**src/rtl/muldiv_pkg.sv**
```systemverilog
// Shared types and constants for the multiply/divide sequencer.
package muldiv_pkg;

    localparam int WIDTH     = 32;
    localparam int ITER_LAST = WIDTH - 1;

    localparam logic OP_MULT = 1'b0;
    localparam logic OP_DIV  = 1'b1;

    typedef enum logic [2:0] {
        IDLE,
        MULT,
        DIV,
        FIX,
        DONE,
        DZERO
    } state_t;

endpackage

```
**src/rtl/muldiv_if.sv**
```systemverilog
// Request/result bundle between the main control unit and the mul/div sequencer.
interface muldiv_if #(
    parameter int WIDTH = muldiv_pkg::WIDTH
);
    logic             start;
    logic             op;
    logic [WIDTH-1:0] a_in;
    logic [WIDTH-1:0] b_in;
    logic             busy;
    logic             done;
    logic             div_zero;
    logic [WIDTH-1:0] hi_out;
    logic [WIDTH-1:0] lo_out;
    logic             hi_we;
    logic             lo_we;

    modport master (
        output start, op, a_in, b_in,
        input  busy, done, div_zero, hi_out, lo_out, hi_we, lo_we
    );

    modport slave (
        input  start, op, a_in, b_in,
        output busy, done, div_zero, hi_out, lo_out, hi_we, lo_we
    );
endinterface

```
**src/rtl/muldiv_step.sv**
```systemverilog
// One iteration: Booth add/sub + arithmetic shift (mult) or restoring shift/subtract (div).
module muldiv_step
    import muldiv_pkg::*;
#(
    parameter int WIDTH = muldiv_pkg::WIDTH
) (
    input  logic             op_i,
    input  logic [WIDTH:0]   acc_i,
    input  logic [WIDTH-1:0] lo_i,
    input  logic             qm1_i,
    input  logic [WIDTH-1:0] m_i,
    output logic [WIDTH:0]   acc_o,
    output logic [WIDTH-1:0] lo_o,
    output logic             qm1_o
);
    logic [WIDTH:0] m_ext;
    logic [WIDTH:0] sum;
    logic [WIDTH:0] shifted;
    logic [WIDTH:0] trial;

    always_comb begin
        m_ext   = (op_i == OP_DIV) ? {1'b0, m_i} : {m_i[WIDTH-1], m_i};
        sum     = acc_i;
        shifted = {acc_i[WIDTH-1:0], lo_i[WIDTH-1]};
        trial   = shifted - m_ext;
        acc_o   = acc_i;
        lo_o    = lo_i;
        qm1_o   = 1'b0;
        if (op_i == OP_MULT) begin
            case ({lo_i[0], qm1_i})
                2'b01:   sum = acc_i + m_ext;
                2'b10:   sum = acc_i - m_ext;
                default: sum = acc_i;
            endcase
            acc_o = {sum[WIDTH], sum[WIDTH:1]};
            lo_o  = {sum[0], lo_i[WIDTH-1:1]};
            qm1_o = lo_i[0];
        end else if (!trial[WIDTH]) begin
            // Remainder stays below the divisor, so bit WIDTH of trial is a clean borrow flag.
            acc_o = trial;
            lo_o  = {lo_i[WIDTH-2:0], 1'b1};
        end else begin
            acc_o = shifted;
            lo_o  = {lo_i[WIDTH-2:0], 1'b0};
        end
    end
endmodule

```
**src/rtl/muldiv_sequencer.sv**
```systemverilog
// Multi-cycle signed multiply/divide controller feeding HI/LO.
module muldiv_sequencer
    import muldiv_pkg::*;
#(
    parameter int WIDTH = muldiv_pkg::WIDTH,
    parameter int CNT_W = 6
) (
    input  logic     clock,
    input  logic     reset,
    muldiv_if.slave  bus
);
    localparam logic [CNT_W-1:0] LAST = CNT_W'(WIDTH - 1);

    state_t           state_q;
    logic [CNT_W-1:0] cnt_q;
    logic [WIDTH:0]   acc_q;
    logic [WIDTH-1:0] work_q, m_q;
    logic             qm1_q, op_q, qneg_q, rneg_q;
    logic             busy_q, done_q, dz_q, we_q;
    logic [WIDTH-1:0] hi_q, lo_q;

    logic [WIDTH:0]   acc_d;
    logic [WIDTH-1:0] work_d;
    logic             qm1_d;
    logic [WIDTH-1:0] a_mag, b_mag, rem_mag, hi_fix, lo_fix;

    muldiv_step #(.WIDTH(WIDTH)) u_step (
        .op_i  (op_q),
        .acc_i (acc_q),
        .lo_i  (work_q),
        .qm1_i (qm1_q),
        .m_i   (m_q),
        .acc_o (acc_d),
        .lo_o  (work_d),
        .qm1_o (qm1_d)
    );

    always_comb begin
        a_mag   = bus.a_in[WIDTH-1] ? -bus.a_in : bus.a_in;
        b_mag   = bus.b_in[WIDTH-1] ? -bus.b_in : bus.b_in;
        rem_mag = acc_q[WIDTH-1:0];
        hi_fix  = rem_mag;
        lo_fix  = work_q;
        if (op_q == OP_DIV) begin
            hi_fix = rneg_q ? -rem_mag : rem_mag;
            lo_fix = qneg_q ? -work_q : work_q;
        end
    end

    always_ff @(posedge clock) begin
        if (!reset) begin
            state_q <= IDLE;
            cnt_q   <= '0;
            acc_q   <= '0;
            work_q  <= '0;
            m_q     <= '0;
            qm1_q   <= 1'b0;
            op_q    <= 1'b0;
            qneg_q  <= 1'b0;
            rneg_q  <= 1'b0;
            busy_q  <= 1'b0;
            done_q  <= 1'b0;
            dz_q    <= 1'b0;
            we_q    <= 1'b0;
            hi_q    <= '0;
            lo_q    <= '0;
        end else begin
            case (state_q)
                IDLE: begin
                    if (bus.start) begin
                        op_q   <= bus.op;
                        cnt_q  <= '0;
                        acc_q  <= '0;
                        qm1_q  <= 1'b0;
                        busy_q <= 1'b1;
                        if (bus.op == OP_MULT) begin
                            m_q     <= bus.a_in;
                            work_q  <= bus.b_in;
                            state_q <= MULT;
                        end else if (bus.b_in == '0) begin
                            dz_q    <= 1'b1;
                            state_q <= DZERO;
                        end else begin
                            m_q     <= b_mag;
                            work_q  <= a_mag;
                            qneg_q  <= bus.a_in[WIDTH-1] ^ bus.b_in[WIDTH-1];
                            rneg_q  <= bus.a_in[WIDTH-1];
                            state_q <= DIV;
                        end
                    end
                end
                MULT, DIV: begin
                    acc_q  <= acc_d;
                    work_q <= work_d;
                    qm1_q  <= qm1_d;
                    cnt_q  <= cnt_q + CNT_W'(1);
                    if (cnt_q == LAST) state_q <= FIX;
                end
                FIX: begin
                    hi_q    <= hi_fix;
                    lo_q    <= lo_fix;
                    done_q  <= 1'b1;
                    we_q    <= 1'b1;
                    state_q <= DONE;
                end
                DONE: begin
                    done_q  <= 1'b0;
                    we_q    <= 1'b0;
                    busy_q  <= 1'b0;
                    state_q <= IDLE;
                end
                DZERO: begin
                    dz_q    <= 1'b0;
                    busy_q  <= 1'b0;
                    state_q <= IDLE;
                end
                default: state_q <= IDLE;
            endcase
        end
    end

    assign bus.busy     = busy_q;
    assign bus.done     = done_q;
    assign bus.div_zero = dz_q;
    assign bus.hi_out   = hi_q;
    assign bus.lo_out   = lo_q;
    assign bus.hi_we    = we_q;
    assign bus.lo_we    = we_q;
endmodule

```
**src/flat_wrapper.sv**
```systemverilog
// flat-port wrapper written by rule: the top's interface ports become plain ports
module muldiv_sequencer_flat import muldiv_pkg::*;
#(
    parameter int WIDTH = muldiv_pkg::WIDTH,
    parameter int CNT_W = 6
)
  (clock, reset, bus_start, bus_op, bus_a_in, bus_b_in, bus_busy, bus_done, bus_div_zero, bus_hi_out, bus_lo_out, bus_hi_we, bus_lo_we);
  muldiv_if #(.WIDTH(WIDTH)) bus_i ();
  input  logic clock;
  input  logic reset;
  input wire logic [$bits(bus_i.start)-1:0] bus_start;
  input wire logic [$bits(bus_i.op)-1:0] bus_op;
  input wire logic [$bits(bus_i.a_in)-1:0] bus_a_in;
  input wire logic [$bits(bus_i.b_in)-1:0] bus_b_in;
  output wire logic [$bits(bus_i.busy)-1:0] bus_busy;
  output wire logic [$bits(bus_i.done)-1:0] bus_done;
  output wire logic [$bits(bus_i.div_zero)-1:0] bus_div_zero;
  output wire logic [$bits(bus_i.hi_out)-1:0] bus_hi_out;
  output wire logic [$bits(bus_i.lo_out)-1:0] bus_lo_out;
  output wire logic [$bits(bus_i.hi_we)-1:0] bus_hi_we;
  output wire logic [$bits(bus_i.lo_we)-1:0] bus_lo_we;
  assign bus_i.start = bus_start;
  assign bus_i.op = bus_op;
  assign bus_i.a_in = bus_a_in;
  assign bus_i.b_in = bus_b_in;
  assign bus_busy = bus_i.busy;
  assign bus_done = bus_i.done;
  assign bus_div_zero = bus_i.div_zero;
  assign bus_hi_out = bus_i.hi_out;
  assign bus_lo_out = bus_i.lo_out;
  assign bus_hi_we = bus_i.hi_we;
  assign bus_lo_we = bus_i.lo_we;
  muldiv_sequencer #(.WIDTH(WIDTH), .CNT_W(CNT_W)) u_core (.clock(clock), .reset(reset), .bus(bus_i));
endmodule
```
**config.mk**
```make
export PLATFORM = sky130hd
export DESIGN_NAME = muldiv_sequencer_flat
export DESIGN_NICKNAME = d
export VERILOG_FILES = /design/src/rtl/muldiv_pkg.sv /design/src/rtl/muldiv_if.sv /design/src/rtl/muldiv_step.sv /design/src/rtl/muldiv_sequencer.sv /design/src/flat_wrapper.sv
export SDC_FILE = /design/constraint.sdc
export NUM_CORES = 1
export LEC_CHECK = 0
export CAP_MARGIN = 10
export CORE_ASPECT_RATIO = 0.75
export CORE_MARGIN = 2
export CORE_UTILIZATION = 40
export CTS_BUF_LIST = sky130_fd_sc_hd__clkbuf_2 sky130_fd_sc_hd__clkbuf_4 sky130_fd_sc_hd__clkbuf_8
export DETAILED_ROUTE_END_ITERATION = 10
export PLACE_DENSITY = 0.64
export SKIP_CTS_REPAIR_TIMING = 1
export SLEW_MARGIN = 20
export SYNTH_ARGS = -nofsm -noshare
export SYNTH_HDL_FRONTEND = slang
export SYNTH_SLANG_ARGS = --single-unit
```
**constraint.sdc**
```tcl
create_clock -name clock -period 5.3 [get_ports clock]
set_input_delay 0.795 -clock clock [delete_from_list [all_inputs] [get_ports clock]]
set_output_delay 0.795 -clock clock [all_outputs]
set_load 0.01 [all_outputs]
```
==> results by group <==
Status
  – Outcome: finished clean

Power
  – Max VDD drop: 0.0003595 V
  – P_sw: 4.036 mW
  – PD cells: around 470 mW/mm^2
  – Net switching share of the total power: 50.85%
  – Sequential share of power: 24.3%
  – Clock power share: 12.7%
  – Combinational fraction of design power: 63.1%
  – Int Pwr: 3.901 mW
  – Static Leak: 6.526 nW

Critical path
  – Type of element capturing the critical path: flop
  – Crit path required time: between 5000 and 6000 ps
  – CP Launch Type: flop
  – Critical path's largest stage delay: 490 ps
  – Crit-path max FO: 8
  – CP arrival: 5090 ps
  – Reg-to-Reg Start: u_core.m_q[2]
  – Cell family with most CP delay: compound AO/OA/AOI/OAI gates
  – Slowest stage cell on the critical path: nor4_1
  – CP Buf/Inv Count: 0
  – Crit. Startpoint: u_core.m_q[2]
  – Worst path cell trace: nor4_1, and4_1, and3_1, nand2_1, nor4_1, nor2_1, xnor2_1, ha_1, a21o_1, a21o_1, a2111oi_0, o21bai_1, a21oi_1, o211ai_1, nand2_1, xor2_1, o21ai_0, a32o_1
  – CP Class: flop to flop

Finish
  – Layout Cells excl Fill: about 2.6k
  – Ratio of cells with drive above 1 in the final layout: 4.656%
  – Syn-to-layout area delta: 14.44%
  – Nets: approximately 2.2k

Global route
  – Pin count of the biggest net entering global routing: roughly 110
  – Total gr overflow: 0
  – Global-route wire length before repair: 76950 um
  – Number of global-route vias before repair: 13.28k
  – Initial antenna violation count: 1
  – Tot GR Track Use: 25.55%

CTS
  – TritonCTS Sinks: 177
  – Clk slew on worst S/H paths: 110 ps
  – Root Buffer: clkbuf_8
  – CTS buffer count: 17
  – TritonCTS clock tree: yes
  – Worst-Skew Late Latency: about 520 ps
  – Clock buffer depth: 2
  – Htree depth: 4

Timing
  – Worst setup margin: ~620 ps
  – Final Skew: approximately 18 ps
  – Final hold viol count: 0
  – Tcrit/Tclk final: 88.27%
  – Setup-failing EPs final: 0
  – Fmax: 0.2138 GHz
  – Slew @ Worst Pin: 1038 ps
  – Setup tns final: 0 ps
  – Slew headroom: a little under a third
  – Max-slew violation count: 0
  – Fin Hold WS: 460.6 ps
  – Min cycle time layout: between 4000 and 5000 ps
  – RSZ-0062 raised after global routing: no

Synthesis
  – Ys Warns: 0
  – Synth area leaders: dfxtp_1 (24%), a21oi_1 (7.4%), nor2_1 (6.9%), xnor2_1 (6.1%), ha_1 (6.0%)
  – Post-synth ARST share: 0%
  – Syn_area_per_cell: just over 7 um^2
  – Synth area leader: dfxtp_1
  – Post-synth EDFFs: 0
  – Share of the synthesized area in the top cell type: about a quarter
  – Distinct cells, synth: 76
  – Synthesized area: around 0.015 mm^2
  – Syn Nets: 2186
  – Predominant post-synthesis flop cell: dfxtp_1
  – Seq/Total Area, Yosys: 23.82%
  – Seq cells post-synth: ~180
  – Cells after synthesis: 2045

Flow run
  – Max Cap Viol: 0

Floorplanning
  – Die X-Extent: 226.7 um
  – Row cnt: slightly above 60
  – Initial Util: 40.35%
  – Core ar.: 0.03686 mm^2
  – Chip height: 171.0 um
  – # IOs: 137
  – DIE AREA: about 0.039 mm^2

Placed design
  – GP Congestion: 0.9836
  – Buffers added on ports: 136
  – Post-place setup slack: ~800 ps
  – Dpl cells: 2577
  – Half-perimeter wire length after placement: ~39000 um

Route
  – DR WL/cell: a little under 20 um
  – DR iter-0 viols: 1584
  – Routed Antenna Nets: 0
  – Routed WL: 50760 um
  – Vias per cell: 5.906
  – Vias: 15.41k
  – DR DRC count: 0
  – DRT Pass-1 Iters: 6

Min path
  – Hold Path Class: flop to flop
  – Worst hold start: u_core.bus.lo_out[26]
[synthesized netlist by cell type, drive strengths merged (12+ instances only)]
cell type  instances
a32o              12
a21o              34
nand3             31
and2              13
a21oi            221
a211oi           105
ha                71
o41ai             15
or3               15
nand2b            18
nand2            172
nor4              25
buf               20
nor2             274
nor3              34
o211a             18
o211ai            18
o21bai            13
xnor2            103
inv               69
a31oi             23
dfxtp            177
xor2              97
clkbuf           124
mux2i             41
or4               18
o31ai             25
o21ai            141
[final cells by class]
class | count | area, um^2
fill | 3754 | 19840
multi-input combinational | 1654 | 10540
sequential | 177 | 3547
timing repair buffer | 172 | 1637
tap | 504 | 630.6
clock buffer | 20 | 275.3
inverter | 70 | 264.0
clock inverter | 12 | 125.1
antenna | 1 | 2.502
[stage by stage]
stage                     total power [mW]  cell area, um^2  util (%)
final                                7.936            17020     46.18
after global routing                 8.548            17020     46.18
after CTS                            7.835            17020     46.17
after detailed placement             6.823            16620     45.09
after global placement               6.761            16620     45.09
after floorplan                      5.455            14880         -
[power groups by stage]
stage,Clock (mW),Combinational (mW),Sequential [mW]
floorplan,0,3.68,1.78
global placement,0,4.83,1.93
detailed placement,0,4.89,1.94
CTS,1.02,4.91,1.91
global route,1.08,5.52,1.95
finish,1.01,5.00,1.92
[registers in the layout, summed over array words and instances (netlist names)]
signal and count:
u_core.acc_q 33, u_core.bus.hi_out 32, u_core.bus.lo_out 32, u_core.m_q 32
u_core.work_q 32, u_core.cnt_q 6, u_core.state_q 3, u_core.bus.busy 1
u_core.bus.div_zero 1, u_core.bus.done 1, u_core.op_q 1, u_core.qm1_q 1
u_core.qneg_q 1, u_core.rneg_q 1
[worst min-delay path, cell delays in order, from the launching register on]
cell and delay [ps]:
dfxtp_1 330, nand2_1 50, a21oi_1 50
[worst paths after layout]
kind | end | slack [ps] | depth (start not counted)
max | u_core.acc_q[30] | 620 | 18
min | u_core.bus.lo_out[26] | 460 | 2
max reg2reg | u_core.acc_q[30] | 620 | 18
min reg2reg | u_core.bus.lo_out[26] | 460 | 2
[routing by layer]
layer	GRT usage (%)	vias up	share of wire [%]
met5	0	-	0
met4	4.376	0	1.0
met3	6.285	40	10
met2	34.98	657	40
met1	39.77	7262	49
li1	-	7455	-
[cells by family (layout without fill, tap and decap cells)]
logic type                 after synthesis  count (layout)  synth area share [%]
and+or+nand+nor                        651             651                 20.06
other                                    0               1                     0
AOI/OAI and AO/OA                      685             685                 29.46
buffers and inverters                  214             274                 5.535
adders and majority gates               73              73                 6.241
DFF                                    177             177                 23.82
xor gates and xnor gates               200             200                 11.83
muxes                                   45              45                 3.062
[cell usage in the layout (no fill, tap or decap), drive strengths merged, types with 5 or more instances in the layout]
| cell | netlist | final |
|---|---|---|
| nand2 | 172 | 172 |
| o21ai | 141 | 141 |
| and3 | 11 | 11 |
| dfxtp | 177 | 177 |
| xor2 | 97 | 97 |
| ha | 71 | 71 |
| or4 | 18 | 18 |
| nor2 | 274 | 274 |
| o21a | 6 | 6 |
| a32o | 12 | 12 |
| o211a | 18 | 18 |
| nand3 | 31 | 31 |
| a31oi | 23 | 23 |
| nor3 | 34 | 34 |
| o31ai | 25 | 25 |
| or3 | 15 | 15 |
| clkdlybuf4s50 | 0 | 134 |
| a22oi | 6 | 6 |
| nand2b | 18 | 18 |
| clkbuf | 124 | 20 |
| buf | 20 | 38 |
| nor4 | 25 | 25 |
| a211o | 8 | 8 |
| a41oi | 5 | 5 |
| nand4 | 11 | 11 |
| a211oi | 105 | 105 |
| nor2b | 10 | 10 |
| and2 | 13 | 13 |
| mux2i | 41 | 41 |
| or2 | 5 | 5 |
| inv | 69 | 80 |
| o41ai | 15 | 15 |
| xnor2 | 103 | 103 |
| a21o | 34 | 34 |
| o211ai | 18 | 18 |
| o21bai | 13 | 13 |
| a21oi | 221 | 221 |
| nand3b | 5 | 5 |
No activity file was read; power rests on OpenSTA's default activity.
